File: src/rtl/alu_selftest.sv
// alu_selftest: ALU BIST walking nine R-type vectors; ports: clk/reset/start, ALUOut/Branch_Enable in, A/B/FuncCode/Opcode drive, busy/done/pass/fail_index/fail_value/fail_count report
module alu_selftest #(
  parameter int SETTLE_CYCLES = 1
) (
  input  logic        clk,
  input  logic        reset,
  input  logic        start,
  input  logic [31:0] ALUOut,
  input  logic        Branch_Enable,
  output logic [31:0] A,
  output logic [31:0] B,
  output logic [3:0]  FuncCode,
  output logic [6:0]  Opcode,
  output logic        busy,
  output logic        done,
  output logic        pass,
  output logic [3:0]  fail_index,
  output logic [31:0] fail_value,
  output logic [3:0]  fail_count
);
  typedef enum logic [1:0] {IDLE, APPLY, CHECK, DONE} state_t;
  localparam logic [8:0][3:0] FUNC = {4'b0100, 4'b0001, 4'b1101, 4'b0101, 4'b0010,
                                      4'b1000, 4'b0000, 4'b0110, 4'b0111};
  localparam logic [8:0][31:0] OPA = {32'h55, 32'd2, 32'd8, 32'd16, 32'd0,
                                      32'd10000, 32'd10000, 32'h0F, 32'h0F};
  localparam logic [8:0][31:0] OPB = {32'hFF, 32'd2, 32'd1, 32'd2, 32'd2,
                                      32'd111, 32'd111, 32'h55, 32'h55};
  localparam logic [8:0][31:0] EXP = {32'hAA, 32'd8, 32'd4, 32'd4, 32'd1,
                                      32'd9889, 32'd10111, 32'h5F, 32'h05};
  state_t state, next_state;
  logic [3:0] idx, cnt, ld_idx;
  logic accept, load, mismatch, unused_ok;
  assign unused_ok = Branch_Enable;
  assign accept = (state == IDLE || state == DONE) && start;
  assign load = accept || (state == CHECK && idx != 4'd8);
  assign ld_idx = (state == CHECK) ? idx + 4'd1 : 4'd0;
  assign mismatch = ALUOut != EXP[idx];
  assign busy = state == APPLY || state == CHECK;
  assign done = state == DONE;
  assign pass = done && fail_count == 4'd0;
  always_comb begin
    next_state = state;
    case (state)
      IDLE, DONE: next_state = start ? APPLY : state;
      APPLY: next_state = (cnt == 4'(SETTLE_CYCLES - 1)) ? CHECK : APPLY;
      CHECK: next_state = (idx == 4'd8) ? DONE : APPLY;
      default: next_state = IDLE;
    endcase
  end
  always_ff @(posedge clk)
    if (reset) state <= IDLE;
    else state <= next_state;
  always_ff @(posedge clk) begin
    if (reset) begin
      idx <= '0;
      cnt <= '0;
      A <= '0;
      B <= '0;
      FuncCode <= '0;
      Opcode <= '0;
      fail_index <= '0;
      fail_value <= '0;
      fail_count <= '0;
    end else begin
      cnt <= (state == APPLY) ? cnt + 4'd1 : 4'd0;
      if (load) begin
        idx <= ld_idx;
        A <= OPA[ld_idx];
        B <= OPB[ld_idx];
        FuncCode <= FUNC[ld_idx];
        Opcode <= 7'b0110011;
      end
      if (accept) begin
        fail_index <= '0;
        fail_value <= '0;
        fail_count <= '0;
      end else if (state == CHECK && mismatch) begin
        fail_count <= (fail_count == 4'd15) ? fail_count : fail_count + 4'd1;
        if (fail_count == 4'd0) begin
          fail_index <= idx;
          fail_value <= ALUOut;
        end
      end
    end
  end
endmodule
File: config.mk
export PLATFORM = sky130hd
export DESIGN_NAME = alu_selftest
export DESIGN_NICKNAME = d
export VERILOG_FILES = /design/src/rtl/alu_selftest.sv
export SDC_FILE = /design/constraint.sdc
export NUM_CORES = 1
export LEC_CHECK = 0
export ABC_AREA = 1
export CORE_AREA = 2 2 119 121
export CTS_CLUSTER_DIAMETER = 100
export DETAILED_ROUTE_END_ITERATION = 10
export DIE_AREA = 0 0 121 123
export SLEW_MARGIN = 10
export SYNTH_ARGS = -nofsm -noshare
export SYNTH_HDL_FRONTEND = slang
export SYNTH_SLANG_ARGS = --single-unit
File: constraint.sdc
create_clock -name clk -period 6.4 [get_ports clk]
set_input_delay 1.92 -clock clk [delete_from_list [all_inputs] [get_ports clk]]
set_output_delay 1.92 -clock clk [all_outputs]
set_load 0.05 [all_outputs]
==> impl_metrics.ini, run 1 <==
[status]
status = complete, no violations

[floorplan]
die_x_um = 121
io_pins = 154
core_mm2 = 0.01361
row_count = 43
start_util = 0.2916
die_area_mm2 = 0.01488
die_h_um = 123

[clock_tree]
ctsHoldBuffers = 0
clock_path_buffers = 2
clk_latency_ns = 0.33
clk_pin_slew_ns = 0.06
cts_sinks = 73
post_cts_buffers = 0
numCtsBuffers = 9
cts_tree = done
cts_resized = 0
htreeDepth = 3
cts_root_buf = clkbuf_16

[global_route]
grt_use_total = 0.1128
antenna_found_initial = 0
grt_pass1_wl_um = 13080
grt_max_degree = 73
grt_pass1_vias = 2735
grt-ovfl-total = 0

[route]
dr.pass1.iters = 4
drt_iter0_markers = 97
viasPerCell = 3.853
drt_wl_total_um = 8465
routed_wire_length_per_instance_um = 10.15
remaining_drc_errors = 0
antenna_left = 0
vias = 3213

[yosys]
yosysUniqueCellTypes = 37
ys_warn_count = 0
mappedNetlistArea_mm2 = 0.003969
synth.area.top_cells = dfxtp_1 (37%), nand2_1 (12%), buf_4 (12%)
synth_edf_count = 0
yosysTopAreaCell = dfxtp_1
syn_inst = 563
async_flop_share = 0
synth_ff_type = dfxtp_1
synth-seq-cells = 73
avgSynthCellArea_um2 = 7.049
synthTopCellsByCount = nand2_1 (126), nor2_1 (113), inv_1 (80)
yosysTopAreaCellShare = 0.3682
yosysSeqAreaShare = 0.3682
synth_most_common_cell = nand2_1

[power]
leakage_nw = 2.454
ir_worst_vdd_mv = 0.1963
cellPowerDensity_mw_per_mm2 = 302.4

[sta]
fin_crit_sh = 0.6610
skew_ns = 0.004609
fin_crit_ns = 4.231
grt_setup_unrepaired = false
finalHoldWorstSlack_ns = 0.4641
setup_viol = 0
tightest_slew_ns = 0.9668
max_freq_mhz = 236.4
hold_viol_final = 0
fin_tns_setup_ns = 0
relSlewSlack = 0.3539
slew_violations = 0

[critical_path]
crit_slowest_cell = clkdlybuf4s50_1
path_class = reg2out
setup.worst_path.start = fail_count[0]$_SDFFE_PP0P_
crit_chain = inv_1 > ha_1 > inv_1 > nor3_1 > and2_1 > clkdlybuf4s50_1
worstPathMaxFanout = 4
rr_worst_depth = 11
max_stage_delay_ns = 0.79
cp-start-kind = register
cp.buffers_inverters = 3
reg2reg_slack_ns = 3.91
setup.worst_path.end_class = output port
crit_path_end = pass
cp_num_cells = 6
cp_top_family = buffers and inverters
cp.arrival_ns = 2.31
worst_ep_required_time_ns = 4.48
rr_startpoint = state[0]$_SDFFE_PP0P_
crit_path_frequent_cell = inv_1

[cells_and_area]
area_delta_synth_final_pct = 29.41
nNetsFinal = 702
drive_above_1_share = 0.04740
diodes = 0

[place]
hpwl_um = 5982
gp_congestion = 0.7522
port_buffers = 103

[min_path]
hold_path_class = reg2reg

[flow_run]
maxCapViolations = 0
[cells in the final DEF, fill, tap and decap left out, drive strengths merged, types with 2 or more instances in the layout]
| cell type | instances |
|---|---|
| nand2 | 128 |
| nor2 | 117 |
| clkdlybuf4s50 | 103 |
| inv | 83 |
| dfxtp | 73 |
| conb | 49 |
| ha | 17 |
| nand3 | 15 |
| clkbuf | 14 |
| a21oi | 13 |
| o21ai | 12 |
| o211ai | 4 |
| xnor2 | 4 |
| nor3 | 4 |
| xor2 | 3 |
| or2 | 3 |
| a31oi | 2 |
| o221ai | 2 |
[worst register-to-register path: stages, from the launching register on]
cell,delay (ns)
dfxtp_1,0.36
inv_1,0.07
ha_1,0.35
nand2_1,0.09
inv_1,0.09
a21oi_4,0.30
inv_4,0.14
o211ai_1,0.35
inv_2,0.10
ha_1,0.31
o21ai_0,0.16
a21oi_1,0.05
[stage by stage]
| step | setup slack (ns) | total power [mW] | instances | instance area (µm²) | util |
|---|---|---|---|---|---|
| 2_1_floorplan | 2.882 | 0.9493 | 611 | 4149 | - |
| 3_3_place_gp | 2.216 | 1.044 | 818 | 4827 | 0.3546 |
| 3_5_place_dp | 2.182 | 1.044 | 818 | 4827 | 0.3546 |
| 4_1_cts | 2.130 | 1.578 | 834 | 5136 | 0.3773 |
| 5_1_grt | 2.029 | 1.638 | 834 | 5136 | 0.3773 |
| 6_report | 2.169 | 1.553 | 834 | 5136 | 0.3773 |
[kinds of logic (layout without fill, tap and decap cells)]
| kind of cell | Yosys count | after routing | share of synthesized area |
|---|---|---|---|
| AOI/OAI and AO/OA | 37 | 37 | 0.05801 |
| xor gates and xnor gates | 7 | 7 | 0.01545 |
| adders and majority gates | 17 | 17 | 0.05359 |
| buffers and inverters | 159 | 202 | 0.2267 |
| DFF | 73 | 73 | 0.3682 |
| other | 1 | 49 | 0.0009449 |
| and+or+nand+nor | 269 | 269 | 0.2771 |
[per-layer routing]
| layer | up-vias | track usage | wire length (µm) |
|---|---|---|---|
| met5 | - | 0 | 0 |
| met4 | 0 | 0.03488 | 92 |
| met3 | 6 | 0.04336 | 599 |
| met2 | 100 | 0.1780 | 3702 |
| met1 | 1365 | 0.1424 | 4070 |
| li1 | 1742 | - | - |
[where the power goes]
part	leakage, nW	switching (mW)	total (mW)	internal (mW)
registers	0.594	0.0331	0.538	0.505
clock network	0.153	0.187	0.521	0.333
logic	1.71	0.349	0.495	0.146
total	2.45	0.570	1.55	0.984
[how the worst min path moves through the flow]
stage / from / to / slack (ns) / cells after the start
floorplan: cnt[0]$_SDFF_PP0_ / cnt[0]$_SDFF_PP0_ / 0.43 / 1
global placement: cnt[0]$_SDFF_PP0_ / cnt[0]$_SDFF_PP0_ / 0.45 / 1
detailed placement: cnt[0]$_SDFF_PP0_ / cnt[0]$_SDFF_PP0_ / 0.46 / 1
CTS: cnt[0]$_SDFF_PP0_ / cnt[0]$_SDFF_PP0_ / 0.47 / 1
global route: cnt[0]$_SDFF_PP0_ / cnt[0]$_SDFF_PP0_ / 0.48 / 1
finish: cnt[0]$_SDFF_PP0_ / cnt[0]$_SDFF_PP0_ / 0.46 / 1
[area by class of cell]
class	count	area (µm²)
inverter	83	314.1
clock inverter	2	35.03
fill	1449	8476
sequential	73	1461
timing repair buffer	103	1031
multi-input combinational	379	1795
clock buffer	14	274.0
tap	180	225.2
Power figures use the tool's default switching activity.
==> run 2: changes to the inputs <==
clock period = 4.3 ns   (was 6.4 ns; I/O delays follow)
==> impl_metrics.ini, run 2 (synthesis results as in run 1) <==
[sta]
skew_ns = 0.004908
max_freq_mhz = 277.3
fin_crit_ns = 3.606
hold_viol_final = 0
tightest_slew_ns = 0.5498
fin_tns_setup_ns = 0
finalHoldWorstSlack_ns = 0.4631
slew_violations = 0
grt_setup_unrepaired = false
layout_setup_ws_ns = 0.6944
fin_crit_sh = 0.8385
relSlewSlack = 0.6323
setup_viol = 0

[route]
antenna_left = 0
drt_iter0_markers = 95
remaining_drc_errors = 0
vias = 3205
drt_wl_total_um = 8495
dr.pass1.iters = 4
viasPerCell = 3.825
routed_wire_length_per_instance_um = 10.14

[flow_run]
maxCapViolations = 0

[cells_and_area]
final_cells = 838
final_common_cell = nand2_1
diodes = 0
multi_input_area_mm2 = 0.001795
finalInstanceArea_mm2 = 0.005236
nFillCells = 1452
nNetsFinal = 706
final_cell_mix = nand2_1 (126), nor2_1 (112), clkdlybuf4s50_1 (103), inv_1 (80), dfxtp_1 (73)
drive_above_1_share = 0.05623
utilization = 0.3847
seq_area_mm2 = 0.001461
area_delta_synth_final_pct = 31.94

[clock_tree]
cts_tree = done
clock_path_buffers = 2
cts_root_buf = clkbuf_16
numCtsBuffers = 9
clk_latency_ns = 0.34
clk_pin_slew_ns = 0.06
htreeDepth = 3
ctsHoldBuffers = 0
cts_resized = 0
post_cts_buffers = 0
cts_sinks = 73

[place]
gp_congestion = 0.7561
port_buffers = 103
dp.cells = 822
dpl_cell_area_mm2 = 0.004870
dp_slack_ns = 0.8606
hpwl_um = 6154

[floorplan]
core_mm2 = 0.01361
die_x_um = 121
die_area_mm2 = 0.01488
io_pins = 154
start_util = 0.2916
row_count = 43
die_h_um = 123

[global_route]
grt-ovfl-total = 0
grt_pass1_wl_um = 13990
grt_pass1_vias = 2916
antenna_found_initial = 0
grt_use_total = 0.1188
grt_max_degree = 41

[critical_path]
cp-start-kind = register
cp.arrival_ns = 2.32
path_class = reg2out
worstPathMaxFanout = 4
worst_ep_required_time_ns = 3.01
rr_startpoint = state[0]$_SDFFE_PP0P_
setup.worst_path.end_class = output port
reg2reg_slack_ns = 1.85
setup.worst_path.start = fail_count[0]$_SDFFE_PP0P_

[power]
ir_worst_vdd_mv = 0.3223
leakage_nw = 2.503
cellPowerDensity_mw_per_mm2 = 470.3
power_mw = 2.462

[status]
status = complete, no violations

[min_path]
timing.hold.worst.start = cnt[0]$_SDFF_PP0_
hold_path_class = reg2reg
-- run 2: changes by cell type in the layout (fill, tap and decap cells not counted), sizes merged --
cell	before	now
clkbuf	14	9
buf	0	4
bufinv	1	4
clkinvlp	0	1
inv	83	84
-- run 2: power by group --
part,internal [mW],switching [mW]
logic,0.221,0.518
clock network,0.626,0.296
registers,0.751,0.0503
total,1.60,0.864
-- run 2: final timing paths --
check                 endpoint  depth (start not counted)
max reg2reg           register                         11
max                       pass                          6
min reg2reg  cnt[0]$_SDFF_PP0_                          1
min          cnt[0]$_SDFF_PP0_                          1
-- run 2: cell type report --
cell class / count / share of cell area
clock buffers: 9 / 0.04301
clock inverters: 7 / 0.02700
inverters: 83 / 0.05998
multi-input cells: 379 / 0.3429
flip-flops and latches: 73 / 0.2791
well taps: 180 / 0.04301
repair buffers: 107 / 0.2050
-- run 2: critical path: stages (launching register included) --
cell and delay (ns):
dfxtp_1 0.33, inv_1 0.11, ha_1 0.15, inv_1 0.03
nor3_1 0.37, and2_1 0.19, clkdlybuf4s50_1 0.79
-- run 2: metal layers --
metal,vias up,routed length (µm),GRT usage
met5,-,0,0
met4,0,143,0.04578
met3,13,660,0.04705
met2,98,3607,0.1794
met1,1340,4083,0.1522
li1,1754,-,-
